$ cat config.mk
export PLATFORM = sky130hd
export DESIGN_NAME = convertidor_bcd_binario_seq_flat
export DESIGN_NICKNAME = d
export VERILOG_FILES = /design/src/rtl/convertidor_bcd_binario_seq_if.sv /design/src/rtl/convertidor_bcd_binario_seq.sv /design/src/flat_wrapper.sv
export SDC_FILE = /design/constraint.sdc
export NUM_CORES = 1
export LEC_CHECK = 0
export ABC_CLOCK_PERIOD_IN_PS = 2400
export BUFFER_PORTS_ARGS = -buffer_cell sky130_fd_sc_hd__buf_2
export CORE_ASPECT_RATIO = 0.9
export CORE_MARGIN = 2
export CORE_UTILIZATION = 50
export CTS_CLUSTER_SIZE = 40
export DETAILED_ROUTE_END_ITERATION = 8
export PLACE_DENSITY = 0.74
export SYNTH_ARGS = -nofsm -noshare
export SYNTH_HDL_FRONTEND = slang
export SYNTH_SLANG_ARGS = --single-unit
$ cat constraint.sdc
create_clock -name clk -period 2.4 [get_ports clk]
set_clock_uncertainty 0.15 [all_clocks]
set_input_delay 0 -clock clk [delete_from_list [all_inputs] [get_ports clk]]
set_output_delay 0 -clock clk [all_outputs]
set_load 0.01 [all_outputs]
$ cat src/rtl/convertidor_bcd_binario_seq_if.sv
// Handshake and data bundle for the sequential packed-BCD to binary converter.
// The master drives start/bcd_in; the slave (converter) returns status and result.
interface convertidor_bcd_binario_seq_if #(
    parameter int unsigned DIGITS = 2,
    parameter int unsigned BIN_W  = 8
);
    logic                  start;
    logic [4*DIGITS-1:0]   bcd_in;
    logic                  busy;
    logic                  done;
    logic [BIN_W-1:0]      bin_out;
    logic                  err_digit;
    logic                  err_range;

    modport master (
        output start, bcd_in,
        input  busy, done, bin_out, err_digit, err_range
    );

    modport slave (
        input  start, bcd_in,
        output busy, done, bin_out, err_digit, err_range
    );
endinterface

$ cat src/rtl/convertidor_bcd_binario_seq.sv
// Iterative packed-BCD to binary converter: one digit per clock, MSD first,
// acc = acc*10 + digit, with illegal-digit and out-of-range flags held with the result.
module convertidor_bcd_binario_seq #(
    parameter int unsigned DIGITS  = 2,
    parameter int unsigned BIN_W   = 8,
    parameter int unsigned MAX_VAL = 99
) (
    input  logic                        clk,
    input  logic                        rst_n,
    convertidor_bcd_binario_seq_if.slave bus
);
    localparam int unsigned W    = 4 * DIGITS;
    localparam int unsigned CntW = (DIGITS > 1) ? $clog2(DIGITS) : 1;

    localparam logic [1:0] StIdle = 2'd0;
    localparam logic [1:0] StConv = 2'd1;
    localparam logic [1:0] StDone = 2'd2;

    logic [1:0]      state_q, state_d;
    logic [W-1:0]    sh_q, sh_d;
    logic [W-1:0]    acc_q, acc_d;
    logic [CntW-1:0] cnt_q, cnt_d;
    logic            bad_q, bad_d;
    logic            busy_q, busy_d;
    logic            done_q, done_d;
    logic [BIN_W-1:0] bin_q, bin_d;
    logic            err_digit_q, err_digit_d;
    logic            err_range_q, err_range_d;

    logic [3:0]      digit;
    logic [W-1:0]    acc_next;
    logic [31:0]     acc_w;
    logic            over;

    assign digit    = sh_q[W-1 -: 4];
    // 4*DIGITS bits always holds acc*10+d, even with illegal nibbles folded in.
    assign acc_next = (acc_q << 3) + (acc_q << 1) + W'(digit);
    assign acc_w    = 32'(acc_q);
    assign over     = (acc_w > MAX_VAL) || ((acc_w >> BIN_W) != 32'd0);

    always_comb begin
        state_d     = state_q;
        sh_d        = sh_q;
        acc_d       = acc_q;
        cnt_d       = cnt_q;
        bad_d       = bad_q;
        busy_d      = busy_q;
        done_d      = done_q;
        bin_d       = bin_q;
        err_digit_d = err_digit_q;
        err_range_d = err_range_q;
        case (state_q)
            StIdle: begin
                done_d = 1'b0;
                if (bus.start) begin
                    sh_d    = bus.bcd_in;
                    acc_d   = '0;
                    cnt_d   = '0;
                    bad_d   = 1'b0;
                    busy_d  = 1'b1;
                    state_d = StConv;
                end
            end
            StConv: begin
                if (digit > 4'd9) bad_d = 1'b1;
                acc_d = acc_next;
                sh_d  = sh_q << 4;
                cnt_d = cnt_q + 1'b1;
                if (cnt_q == CntW'(DIGITS - 1)) state_d = StDone;
            end
            StDone: begin
                state_d     = StIdle;
                busy_d      = 1'b0;
                done_d      = 1'b1;
                bin_d       = (bad_q || over) ? '0 : BIN_W'(acc_q);
                err_digit_d = bad_q;
                err_range_d = !bad_q && over;
            end
            default: state_d = StIdle;
        endcase
    end

    always_ff @(posedge clk or negedge rst_n) begin
        if (!rst_n) begin
            state_q     <= StIdle;
            sh_q        <= '0;
            acc_q       <= '0;
            cnt_q       <= '0;
            bad_q       <= 1'b0;
            busy_q      <= 1'b0;
            done_q      <= 1'b0;
            bin_q       <= '0;
            err_digit_q <= 1'b0;
            err_range_q <= 1'b0;
        end else begin
            state_q     <= state_d;
            sh_q        <= sh_d;
            acc_q       <= acc_d;
            cnt_q       <= cnt_d;
            bad_q       <= bad_d;
            busy_q      <= busy_d;
            done_q      <= done_d;
            bin_q       <= bin_d;
            err_digit_q <= err_digit_d;
            err_range_q <= err_range_d;
        end
    end

    assign bus.busy      = busy_q;
    assign bus.done      = done_q;
    assign bus.bin_out   = bin_q;
    assign bus.err_digit = err_digit_q;
    assign bus.err_range = err_range_q;
endmodule

$ cat src/flat_wrapper.sv
// flat-port wrapper written by rule: the top's interface ports become plain ports
module convertidor_bcd_binario_seq_flat 
#(
    parameter int unsigned DIGITS  = 2,
    parameter int unsigned BIN_W   = 8,
    parameter int unsigned MAX_VAL = 99
)
  (clk, rst_n, bus_start, bus_bcd_in, bus_busy, bus_done, bus_bin_out, bus_err_digit, bus_err_range);
  convertidor_bcd_binario_seq_if #(.DIGITS(DIGITS), .BIN_W(BIN_W)) bus_i ();
  input  logic clk;
  input  logic rst_n;
  input wire logic [$bits(bus_i.start)-1:0] bus_start;
  input wire logic [$bits(bus_i.bcd_in)-1:0] bus_bcd_in;
  output wire logic [$bits(bus_i.busy)-1:0] bus_busy;
  output wire logic [$bits(bus_i.done)-1:0] bus_done;
  output wire logic [$bits(bus_i.bin_out)-1:0] bus_bin_out;
  output wire logic [$bits(bus_i.err_digit)-1:0] bus_err_digit;
  output wire logic [$bits(bus_i.err_range)-1:0] bus_err_range;
  assign bus_i.start = bus_start;
  assign bus_i.bcd_in = bus_bcd_in;
  assign bus_busy = bus_i.busy;
  assign bus_done = bus_i.done;
  assign bus_bin_out = bus_i.bin_out;
  assign bus_err_digit = bus_i.err_digit;
  assign bus_err_range = bus_i.err_range;
  convertidor_bcd_binario_seq #(.DIGITS(DIGITS), .BIN_W(BIN_W), .MAX_VAL(MAX_VAL)) u_core (.clk(clk), .rst_n(rst_n), .bus(bus_i));
endmodule
==> run summary, run 1 <==
outcome: completed
Worst R2R Path Depth: 8
Die Wd: 63.2 um
Hold Path Class: in2async
critical path arrival: 2400 ps
CTS Buffer Depth: 2
routed wire length: 3.13 mm
Post-synth ARST share: 100%
share of total power in the clock network: 16.0%
1st-iter DRT viols: 58
Reg2Reg Capture Point: u_core.acc_q[6]$_DFFE_PN0P_
Synth Flop Type: dfrtp_1
row cnt: 19
Routed wire per std cell: 13.8 um
Switching Fraction: 39.1%
Combinational Power Share: 45.7%
Initial Util: 51.9%
Slew @ Worst Pin: 681 ps
dpl ws: 33.9 ps
Die Height: 57.3 um
Root Buffer: clkbuf_4
PortBufs: 22
reg-to-reg setup timing slack: 90 ps
maxcap violations: 0
CTS tree: built
PD cells: 1290 nW/um^2
IR drop worst, VDD: 0.676 mV
Final Wtd Congestion: 0.845
Post-Synthesis Cell Area: 1580 um^2
RSZ-0062 raised after global routing: no
post-route ant nets: 0
Final Setup Violations: 0
critical path type: reg2reg
Detailed Routing Iterations Pass 1: 5
sequential share of power: 38.4%
Netlist cell types: 28
vias in the first global route: 1,217
Syn Nets: 166
Slew Viols, Final: 0
Max transition margin: 54.6%
top-count cell post-synth: dfrtp_1
post-layout total power: 2.55 mW
Worst EP required: 2490 ps
Num CTS Buffers: 5
area of the core: 3040 um^2
clock sinks: 32
DRC: 0
Multi-input gate area: 736 um^2
layout cells sized above 1: 22.2%
clock transition at the registers of the reported paths: 100 ps
n_diodes: 0
Yosys reg bits: 32
dpl hpwl: 2.19 mm
via count: 1,197
setup TNS: 0 ps
final hold vios: 0
Yosys top cell area share: 50.8%
largest fanout on the critical path: 4
Clk Latency, worst-skew pair: 340 ps
YS warnings: 0
pin count of the biggest net entering global routing: 33
switching power: 997 uW
Yosys top cell by area: dfrtp_1
die area: 3620 um^2
Highest Clock Rate: 0.433 GHz
kind of start point of the critical path: flop
Mapped Avg Cell Area: 11.0 um^2
register area: 801 um^2
Filler cells: 273
drt via density: 5.27
Overflow after GRT: 0
EDFF count, synth: 0
Pleak: 0.954 nW
synth top area cells: dfrtp_1, ha_1, o21ai_0
Crit. Startpoint: u_core.acc_q[1]$_DFFE_PN0P_
setup ws final: 90.6 ps
first-pass GRT wire length: 5.64 mm
final net count: 207
initial antenna violation count: 0
Post-Syn Instances: 143
H-Tree Depth: 2
fin crit share: 96.2%
register area share after synthesis: 50.8%
Min Clock Period, post-route: 2310 ps
Final Util: 64.8%
Synth top cells by count: dfrtp_1, o21ai_0, nand2_1, a22o_1, ha_1
synthesis-to-finish area growth: 25.0%
Top Ports: 23
GRT Total Usage: 20.4%
Pint: 1.55 mW
RR Startpoint: u_core.acc_q[1]$_DFFE_PN0P_
Critical Path Sink Type: flop
-- cell families (layout without fill, tap and decap cells) --
family,Yosys count,in the layout,share of synthesized area (%)
AO/OA/AOI/OAI,45,45,19.2
XOR/XNOR,5,5,2.78
adder cells (fa/ha/maj),12,12,10.5
buffers and inverters,14,56,3.73
flip-flops,32,32,50.8
multiplexers,5,5,3.25
AND/OR/NAND/NOR,30,30,9.83
-- metal layers --
layer  part of all wire [%]  GRT usage [%]
met1                     45           26.4
met3                    5.0           5.92
met2                     48           33.4
met5                      0              0
met4                    1.6           6.52
-- worst max path at each step --
stage	endpoint	slack, ps	depth (start not counted)
5_1_grt	u_core.acc_q[6]$_DFFE_PN0P_	10	8
3_3_place_gp	u_core.acc_q[6]$_DFFE_PN0P_	130	8
3_5_place_dp	u_core.acc_q[6]$_DFFE_PN0P_	30	7
6_report	u_core.acc_q[6]$_DFFE_PN0P_	90	8
4_1_cts	u_core.acc_q[6]$_DFFE_PN0P_	20	7
2_1_floorplan	u_core.acc_q[6]$_DFFE_PN0P_	170	8
-- cell usage in the layout, fill, tap and decap left out, types with 3 or more instances in the layout --
master	Yosys	final
o21ai_0	18	17
dlygate4sd3_1	0	14
ha_1	10	9
dfrtp_1	32	32
clkbuf_4	0	5
nor2b_1	6	6
xnor2_1	3	3
a21oi_1	9	9
mux2i_1	4	4
nand2_1	17	17
buf_4	0	3
buf_2	5	22
a22o_1	10	10
inv_1	8	7
-- timing repair --
item	4_1_cts	5_1_grt
setup buffers	0	2
gates resized for setup	0	5
setup endpoints to repair	0	3
hold buffers	14	0
hold endpoints to repair	41	0
-- through the flow --
step | std cells | hold WS [ps] | area [um^2]
after floorplan | 143 | -446 | 1580
after detailed placement | 203 | -67.1 | 1720
after global placement | 203 | -74.6 | 1720
final | 227 | 72.8 | 1970
after CTS | 225 | 102 | 1940
after global routing | 227 | 137 | 1970
-- final cells by class --
| cell class | count | area share (%) |
|---|---|---|
| Clock buffer | 6 | 2.09 |
| Clock inverter | 2 | 1.78 |
| Inverter | 9 | 1.71 |
| Multi-Input combinational cell | 97 | 37.3 |
| Sequential cell | 32 | 40.6 |
| Tap cell | 42 | 2.66 |
| Timing Repair Buffer | 39 | 13.8 |
-- power groups by stage --
stage / clock (mW) / sequential (mW) / combinational, mW
final: 0.407 / 0.979 / 1.17
after global routing: 0.439 / 1.01 / 1.32
after CTS: 0.416 / 0.977 / 1.11
after detailed placement: 0 / 0.988 / 1.07
after global placement: 0 / 0.977 / 1.02
after floorplan: 0 / 0.947 / 0.810
-- state kept, by name, indices dropped and copies added, names as in the netlist --
| name | flops |
|---|---|
| u_core.state_q | 2 |
| u_core.cnt_q | 1 |
| u_core.acc_q | 8 |
| u_core.bus.bin_out | 8 |
| u_core.bad_q | 1 |
| u_core.bus.busy | 1 |
| u_core.bus.done | 1 |
| u_core.sh_q | 8 |
| u_core.bus.err_range | 1 |
| u_core.bus.err_digit | 1 |
-- worst max-delay path, stage by stage (launching register included) --
cell	delay [ps]
dfrtp_1	430
ha_1	320
ha_1	240
inv_2	70
fa_2	210
nor2b_1	50
o21a_1	160
or3_1	310
a32o_1	250
Power figures use the tool's default switching activity.
==> run 2: changes to the inputs <==
CTS_CLUSTER_SIZE = not set   (was 40)
PLACE_DENSITY = 0.75   (was 0.74)
==> run summary, run 2 (synthesized netlist as in run 1, its figures left out) <==
outcome: completed
drt via density: 5.20
setup TNS: 0 ps
Hold Path Class: in2async
Filler cells: 251
via count: 1,175
crit-path cells: ha_1 > ha_2 > inv_1 > fa_2 > nor2b_1 > o21a_1 > or3_1 > a32o_1
area of the core: 3040 um^2
Clk Latency, worst-skew pair: 340 ps
Root Buffer: clkbuf_4
Critical Path Sink Type: flop
Die Height: 57.3 um
final net count: 206
initial antenna violation count: 0
Final Non-Filler Cells: 226
PD cells: 1290 nW/um^2
Crit path max-delay family: adder cells
Top Ports: 23
Min Clock Period, post-route: 2290 ps
n_diodes: 0
Pleak: 0.947 nW
kind of start point of the critical path: flop
1st-iter DRT viols: 89
first-pass GRT wire length: 5.51 mm
Routed wire per std cell: 14.2 um
register area: 801 um^2
Detailed Routing Iterations Pass 1: 4
pin count of the biggest net entering global routing: 33
RSZ-0062 raised after global routing: yes
fin crit share: 95.5%
IR drop worst, VDD: 0.744 mV
post-route ant nets: 0
Worst EP required: 2490 ps
largest fanout on the critical path: 4
layout cells sized above 1: 21.7%
clock transition at the registers of the reported paths: 100 ps
CTS Buffer Depth: 2
Final Wtd Congestion: 0.866
Max transition margin: 54.1%
placed cells: 203
PortBufs: 22
slowest stage cell, crit path: dfrtp_1
GRT Total Usage: 20.2%
most frequent cells in the layout: dfrtp_1, buf_2, nand2_1, o21ai_0, dlygate4sd3_1
row cnt: 19
Final Util: 64.4%
Slew @ Worst Pin: 689 ps
most common cell after layout, fill and taps aside: dfrtp_1
DRC: 0
Multi-input gate area: 728 um^2
vias in the first global route: 1,219
Num CTS Buffers: 5
routed wire length: 3.22 mm
fin area: 1960 um^2
Worst Path Buf+Inv: 1
dpl hpwl: 2.18 mm
maxcap violations: 0
Highest Clock Rate: 0.436 GHz
Placed Area: 1720 um^2
CP max stage delay: 440 ps
Slew Viols, Final: 0
die area: 3620 um^2
synthesis-to-finish area growth: 24.3%
critical path arrival: 2380 ps
final hold vios: 0
Final Setup Violations: 0
CTS tree: built
critical path type: reg2reg
Initial Util: 51.9%
Die Wd: 63.2 um
Overflow after GRT: 0
clock sinks: 32
H-Tree Depth: 2
## run 2: changes by cell type in the layout (fill, tap and decap cells not counted), sizes merged
cell | before | now
buf | 25 | 24
clkbuf | 6 | 5
clkinvlp | 0 | 1
## run 2: worst paths after layout
path,start,to,slack (ps),cells after the start
max,u_core.acc_q[1]$_DFFE_PN0P_,u_core.acc_q[6]$_DFFE_PN0P_,110,8
min,rst_n,u_core.bus.bin_out[4]$_DFFE_PN0P_,70,2
max reg2reg,u_core.acc_q[1]$_DFFE_PN0P_,u_core.acc_q[6]$_DFFE_PN0P_,110,8
min reg2reg,u_core.bus.err_range$_DFFE_PN0P_,u_core.bus.err_range$_DFFE_PN0P_,330,2
max in group asynchronous,rst_n,u_core.sh_q[6]$_DFFE_PN0P_,1590,2
min in group clk,u_core.bus.err_range$_DFFE_PN0P_,u_core.bus.err_range$_DFFE_PN0P_,330,2
## run 2: layer usage
layer | global-route usage [%] | vias up | share of wire, %
met4 | 12.1 | 0 | 3.2
met1 | 26.4 | 543 | 46
li1 | - | 587 | -
met3 | 4.14 | 11 | 4.1
met2 | 31.3 | 34 | 46
met5 | 0 | - | 0
## run 2: what timing repair did
action                                  CTS  global route
endpoints found under the hold margin    41             0
buffers inserted                          1             0
hold buffers                             14             0
gates resized for setup                   0             4
endpoints found under the setup margin    1             2
pin swaps                                 0             2
## run 2: power breakdown
group / total [mW] / switching [mW] / internal [mW]
logic: 1.14 / 0.593 / 0.544
registers: 0.977 / 0.214 / 0.763
clock network: 0.410 / 0.193 / 0.217
## run 2: cell type report
class | count | share of cell area [%]
clock inverter | 3 | 2.17
timing repair buffer | 38 | 13.5
clock buffer | 5 | 1.91
tap | 42 | 2.68
inverter | 9 | 1.72
multi-input combinational | 97 | 37.1
sequential | 32 | 40.8
## run 2: per-stage QoR
step / hold WS (ps) / total power [mW] / setup slack [ps]
after floorplan: -446 / 1.76 / 167
after global placement: -69.7 / 1.99 / 128
after detailed placement: -69.5 / 2.04 / 12.4
after CTS: 92.9 / 2.51 / 41.8
after global routing: 128 / 2.74 / -4.20
final: 65.3 / 2.52 / 107
